`src/rtl/mux_reg_pkg.sv`:
```
// ============================================================================
//  mux_reg_pkg
//  Shared constants, select-width helper and stage record for mux_reg_pipe.
//  Revision: 1.0
// ============================================================================
`default_nettype none

package mux_reg_pkg;

  localparam int DEF_WIDTH  = 8;
  localparam int DEF_NUM_IN = 4;
  localparam int DEF_DEPTH  = 2;

  // A select field never collapses to zero width, even for a single channel.
  function automatic int sel_w(input int n);
    return (n < 2) ? 1 : $clog2(n);
  endfunction

  localparam int DEF_SEL_W = sel_w(DEF_NUM_IN);

  typedef struct packed {
    logic                 valid;
    logic [DEF_SEL_W-1:0] sel;
    logic                 err;
    logic [DEF_WIDTH-1:0] data;
  } stage_t;

endpackage

`default_nettype wire

```
`src/rtl/mux_reg_stage.sv`:
```
// ============================================================================
//  mux_reg_stage
//  One pipeline register: async active-low reset, synchronous clear, enable.
//  Revision: 1.0
// ============================================================================
`default_nettype none

module mux_reg_stage #(
  parameter int W = 1
) (
  input  logic         clk,
  input  logic         rst,
  input  logic         i_clr,
  input  logic         i_en,
  input  logic [W-1:0] i_d,
  output logic [W-1:0] o_q
);

  always_ff @(posedge clk or negedge rst) begin
    if (!rst) begin
      o_q <= '0;
    end else if (i_clr) begin
      o_q <= '0;
    end else if (i_en) begin
      o_q <= i_d;
    end
  end

endmodule

`default_nettype wire

```
`src/rtl/mux_reg_pipe.sv`:
```
// ============================================================================
//  mux_reg_pipe
//  NUM_IN:1 word mux feeding a DEPTH-stage stallable pipeline with valid,
//  source-channel and select-error tags. Optional macro MUX_REG_AUTOSCAN_EN
//  adds the auto_mode port and an internal round-robin scan counter.
//  Revision: 1.0
// ============================================================================
`default_nettype none

module mux_reg_pipe
  import mux_reg_pkg::*;
#(
  parameter int WIDTH  = DEF_WIDTH,
  parameter int NUM_IN = DEF_NUM_IN,
  parameter int DEPTH  = DEF_DEPTH
) (
  input  logic                       clk,
  input  logic                       rst,
  input  logic                       en,
  input  logic                       clr,
  input  logic                       in_valid,
  input  logic [NUM_IN*WIDTH-1:0]    din,
  input  logic [sel_w(NUM_IN)-1:0]   sel,
`ifdef MUX_REG_AUTOSCAN_EN
  input  logic                       auto_mode,
`endif
  output logic [WIDTH-1:0]           q,
  output logic [WIDTH-1:0]           qbar,
  output logic                       out_valid,
  output logic [sel_w(NUM_IN)-1:0]   out_sel,
  output logic                       sel_err
);

  localparam int SEL_W = sel_w(NUM_IN);

  typedef struct packed {
    logic             valid;
    logic [SEL_W-1:0] sel;
    logic             err;
    logic [WIDTH-1:0] data;
  } rec_t;

  localparam int REC_W = $bits(rec_t);

  logic [SEL_W-1:0] w_eff_sel;
  logic [WIDTH-1:0] w_data;
  logic             w_err;
  rec_t             w_pipe [DEPTH+1];

`ifdef MUX_REG_AUTOSCAN_EN
  logic [SEL_W-1:0] r_scan;

  // Wraps at NUM_IN-1 so autoscan can never raise a select error.
  always_ff @(posedge clk or negedge rst) begin
    if (!rst) begin
      r_scan <= '0;
    end else if (clr) begin
      r_scan <= '0;
    end else if (en && auto_mode && in_valid) begin
      r_scan <= (r_scan == SEL_W'(NUM_IN - 1)) ? '0 : r_scan + 1'b1;
    end
  end

  assign w_eff_sel = auto_mode ? r_scan : sel;
`else
  assign w_eff_sel = sel;
`endif

  // Unmatched select leaves word 0 (zero) with the error flag raised.
  always_comb begin
    w_data = '0;
    w_err  = 1'b1;
    for (int k = 0; k < NUM_IN; k++) begin
      if (w_eff_sel == SEL_W'(k)) begin
        w_data = din[k*WIDTH +: WIDTH];
        w_err  = 1'b0;
      end
    end
  end

  assign w_pipe[0] = {in_valid, w_eff_sel, w_err, w_data};

  generate
    for (genvar i = 0; i < DEPTH; i++) begin : g_stage
      mux_reg_stage #(
        .W (REC_W)
      ) u_stage (
        .clk   (clk),
        .rst   (rst),
        .i_clr (clr),
        .i_en  (en),
        .i_d   (w_pipe[i]),
        .o_q   (w_pipe[i+1])
      );
    end
  endgenerate

  assign q         = w_pipe[DEPTH].data;
  assign qbar      = ~q;
  assign out_valid = w_pipe[DEPTH].valid;
  assign out_sel   = w_pipe[DEPTH].sel;
  assign sel_err   = w_pipe[DEPTH].err;

endmodule

`default_nettype wire

```
`config.mk`:
```
export PLATFORM = sky130hd
export DESIGN_NAME = mux_reg_pipe
export DESIGN_NICKNAME = d
export VERILOG_FILES = /design/src/rtl/mux_reg_pkg.sv /design/src/rtl/mux_reg_stage.sv /design/src/rtl/mux_reg_pipe.sv
export SDC_FILE = /design/constraint.sdc
export NUM_CORES = 1
export LEC_CHECK = 0
export BUFFER_PORTS_ARGS = -buffer_cell sky130_fd_sc_hd__buf_2
export CORE_ASPECT_RATIO = 0.75
export CORE_MARGIN = 2
export CORE_UTILIZATION = 25
export DETAILED_ROUTE_END_ITERATION = 7
export GPL_TIMING_DRIVEN = 0
export PLACE_DENSITY = 0.51
export SKIP_LAST_GASP = 1
export SYNTH_ARGS = -nofsm -noshare
export SYNTH_HDL_FRONTEND = slang
export SYNTH_SLANG_ARGS = --single-unit
```
`constraint.sdc`:
```
create_clock -name clk -period 1 [get_ports clk]
set_input_delay 0.2 -clock clk [delete_from_list [all_inputs] [get_ports clk]]
set_output_delay 0.2 -clock clk [all_outputs]
set_load 0.02 [all_outputs]
```
==> flow_metrics.py <==
metrics = {
    "finish": {
        "top_regs": "g_stage.u_stage.o_q: 24 flops",
        "final_nets": 211,
        "diodes": 0,
        "largest-register": "g_stage.u_stage.o_q",
        "drive_gt1_share_pct": 50.29,
        "stdcell_area_mm2": 0.001823,
        "largest_reg_flops": 24,
        "syn2layout_area_growth_pct": 47.77,
    },
    "critical_path": {
        "crit_type": "reg2out",
        "path_cells": "inv_1 > buf_6",
        "cp_data_arrival_time_ps": 880,
        "cp_slowest_cell": "dfrtp_1",
        "slowest_delay_ps": 420,
        "crit_path_end_kind": "output port",
        "critPathRequiredTime_ps": 800,
        "r2r-start": "g_stage[0].u_stage.o_q[4]$_DFFE_PN0P_",
        "setup.worst_path.start": "g_stage[1].u_stage.o_q[5]$_DFFE_PN0P_",
        "cp_max_fo": 3,
        "startpoint_type": "flop",
    },
    "sta": {
        "layout_min_cycle_time_ps": 1075,
        "final-hold-violation-count": 0,
        "finalSetupTns_ps": -731.5,
        "rsz0062_at_grt": "true",
        "setup_slack_ps": -75.05,
        "min_period_over_period_pct": 107.5,
        "max_freq_mhz": 930.2,
        "worst_pin_slew_ps": 550.2,
        "fin_worst_skew_ps": 3.427,
        "relSlewSlack_pct": 63.32,
        "setup_viol": 17,
        "timing.final.max_slew_violations": 0,
    },
    "synthesis": {
        "ys_seq_area_share_pct": 48.68,
        "synthCells": 105,
        "ys_seq_elements": 24,
        "synth_area_mm2": 0.001234,
        "synth_cell_types": 13,
        "synth.avg_cell_area_um2": 11.75,
        "yosys_warnings": 0,
        "synth_fp_nets": 144,
    },
    "cts": {
        "cts.sink_count": 24,
        "clkTransAtPathRegs_ps": 90,
        "ctsLongestPathBuffers": 2,
        "cts_tree": "yes",
        "cts_buffers": 3,
        "root_buffer": "clkbuf_8",
        "cts_max_level": 1,
        "insertion_delay_ps": 260,
    },
    "power": {
        "p_sw_share_pct": 23.67,
        "cell_internal_pwr_uw": 1774,
        "power_uw": 2324,
        "p_sw_uw": 550.1,
        "p_clk_share_pct": 36.3,
        "p_per_area_mw_per_mm2": 1275,
        "peakVddDrop_mv": 0.5877,
        "p_comb_share_pct": 18.5,
        "seqPwrFrac_pct": 45.1,
        "leakage_uw": 0.0009528,
    },
    "global_routing": {
        "grt_start_max_net_pins": 25,
        "grt.total_usage_pct": 12.27,
        "gr-total-overflow": 0,
        "grt_pass1_vias": 1046,
        "antenna_found_initial": 0,
        "grt_pass1_wl_um": 5202,
    },
    "floorplan": {
        "io_pins": 59,
        "dieArea_mm2": 0.005518,
        "core_area_mm2": 0.004817,
        "rows": 22,
        "die_x_um": 85.12,
        "start_util_pct": 25.61,
        "dieHeight_um": 64.84,
    },
    "place": {
        "post-dp-hpwl_um": 2350,
        "place.gp.congestion": 0.7296,
        "numPortBuffers": 56,
        "postPlaceCellArea_mm2": 0.001593,
    },
    "drt": {
        "routed_wl_um": 3248,
        "dr.first_iter.drc_count": 24,
        "antenna_left": 0,
        "firstDrtPassIters": 6,
        "via_per_inst": 4.524,
        "routedWlPerCell_um": 14.06,
        "vias": 1045,
        "drc": 0,
    },
    "status": {
        "violations": "negative setup slack",
        "status": "finished with violations",
    },
    "worst_hold_path": {
        "hp-start": "in_valid",
        "hold_class": "in2reg",
    },
    "job": {
        "cap_viol_max_count": 0,
    },
}
area by class of cell:
type	instances	area [um^2]
Clock buffer	3	41.29
Multi-Input combinational cell	65	549.3
Inverter	8	30.03
Timing Repair Buffer	62	430.4
Clock inverter	1	30.03
Tap cell	60	75.07
Buffer	8	66.31
Fill cell	477	2994
Sequential cell	24	600.6
critical path, delay by kind of cell, from the launching register on:
family / cells / cell delay [ps]
buffers and inverters: 2 / 190
flip-flops: 1 / 420
cell usage after synthesis:
| master | n | area (um^2) |
|---|---|---|
| nor2_1 | 15 | 56.30 |
| nor3b_1 | 1 | 7.510 |
| nand3b_2 | 1 | 11.26 |
| or3b_1 | 3 | 26.28 |
| o221ai_2 | 1 | 15.01 |
| buf_4 | 4 | 30.03 |
| buf_2 | 2 | 10.01 |
| dfrtp_1 | 24 | 600.6 |
| or3b_2 | 6 | 52.55 |
| mux2i_1 | 31 | 310.3 |
| buf_6 | 2 | 22.52 |
| o221ai_1 | 7 | 61.31 |
| inv_1 | 8 | 30.03 |
what timing repair did:
action                                  in CTS  in global routing
endpoints found under the setup margin      21                 22
hold buffers                                 1                  0
resized for setup                           26                 13
hold endpoints to repair                    24                  0
setup buffers                                2                  3
layer usage:
metal	share of wire (%)	vias up	routed length [um]	GRT usage, %
li1	-	504	-	-
met1	43	510	1383	15.66
met2	52	25	1687	20.51
met3	4.1	6	132	3.822
met4	1.4	0	45	2.579
met5	0	-	0	0
power by group through the flow:
stage               combinational, uW  clock [uW]  sequential [uW]
detailed placement                378           0             1070
global placement                  371           0             1060
global route                      471         931             1060
floorplan                         198           0             1080
finish                            431         845             1050
CTS                               414         878             1050
cells by family (layout without fill, tap and decap cells):
family	Yosys count	count (layout)	synth area share (%)
compound gates	8	8	6.186
simple gates	26	26	12.47
buf+inv	16	82	7.505
flops	24	24	48.68
mux	31	31	25.15
cell usage in the layout, fill, tap and decap left out, types with 2 or more instances in the layout:
cell type	n
buf_2	41
mux2i_1	31
dfrtp_1	24
buf_6	19
nor2_1	15
buf_4	9
o221ai_1	6
or3b_2	5
inv_2	4
inv_1	4
or3b_1	3
clkbuf_8	3
o221ai_2	2
through the flow:
| stage | hold WS (ps) | util (%) | cells | setup WS (ps) |
|---|---|---|---|---|
| finish | 211.4 | 37.84 | 231 | -75.05 |
| global route | 216.5 | 37.84 | 231 | -135.1 |
| global placement | 208.6 | 33.06 | 221 | -166.9 |
| floorplan | -95.59 | - | 105 | 8.165 |
| CTS | 203.7 | 36.75 | 228 | -78.80 |
| detailed placement | 227.5 | 33.06 | 221 | -198.8 |
path summary, 6_finish.rpt:
path | endpoint | slack [ps] | depth (start not counted)
max reg2reg | g_stage[0].u_stage.o_q[4]$_DFFE_PN0P_ | 30 | 2
min in group asynchronous | g_stage[1].u_stage.o_q[4]$_DFFE_PN0P_ | 440 | 2
max in group asynchronous | g_stage[1].u_stage.o_q[10]$_DFFE_PN0P_ | 180 | 2
min reg2reg | g_stage[1].u_stage.o_q[5]$_DFFE_PN0P_ | 520 | 2
max | qbar[5] | -80 | 2
min | g_stage[0].u_stage.o_q[11]$_DFFE_PN0P_ | 210 | 3
Note: power is estimated with default switching activity, not from simulation.
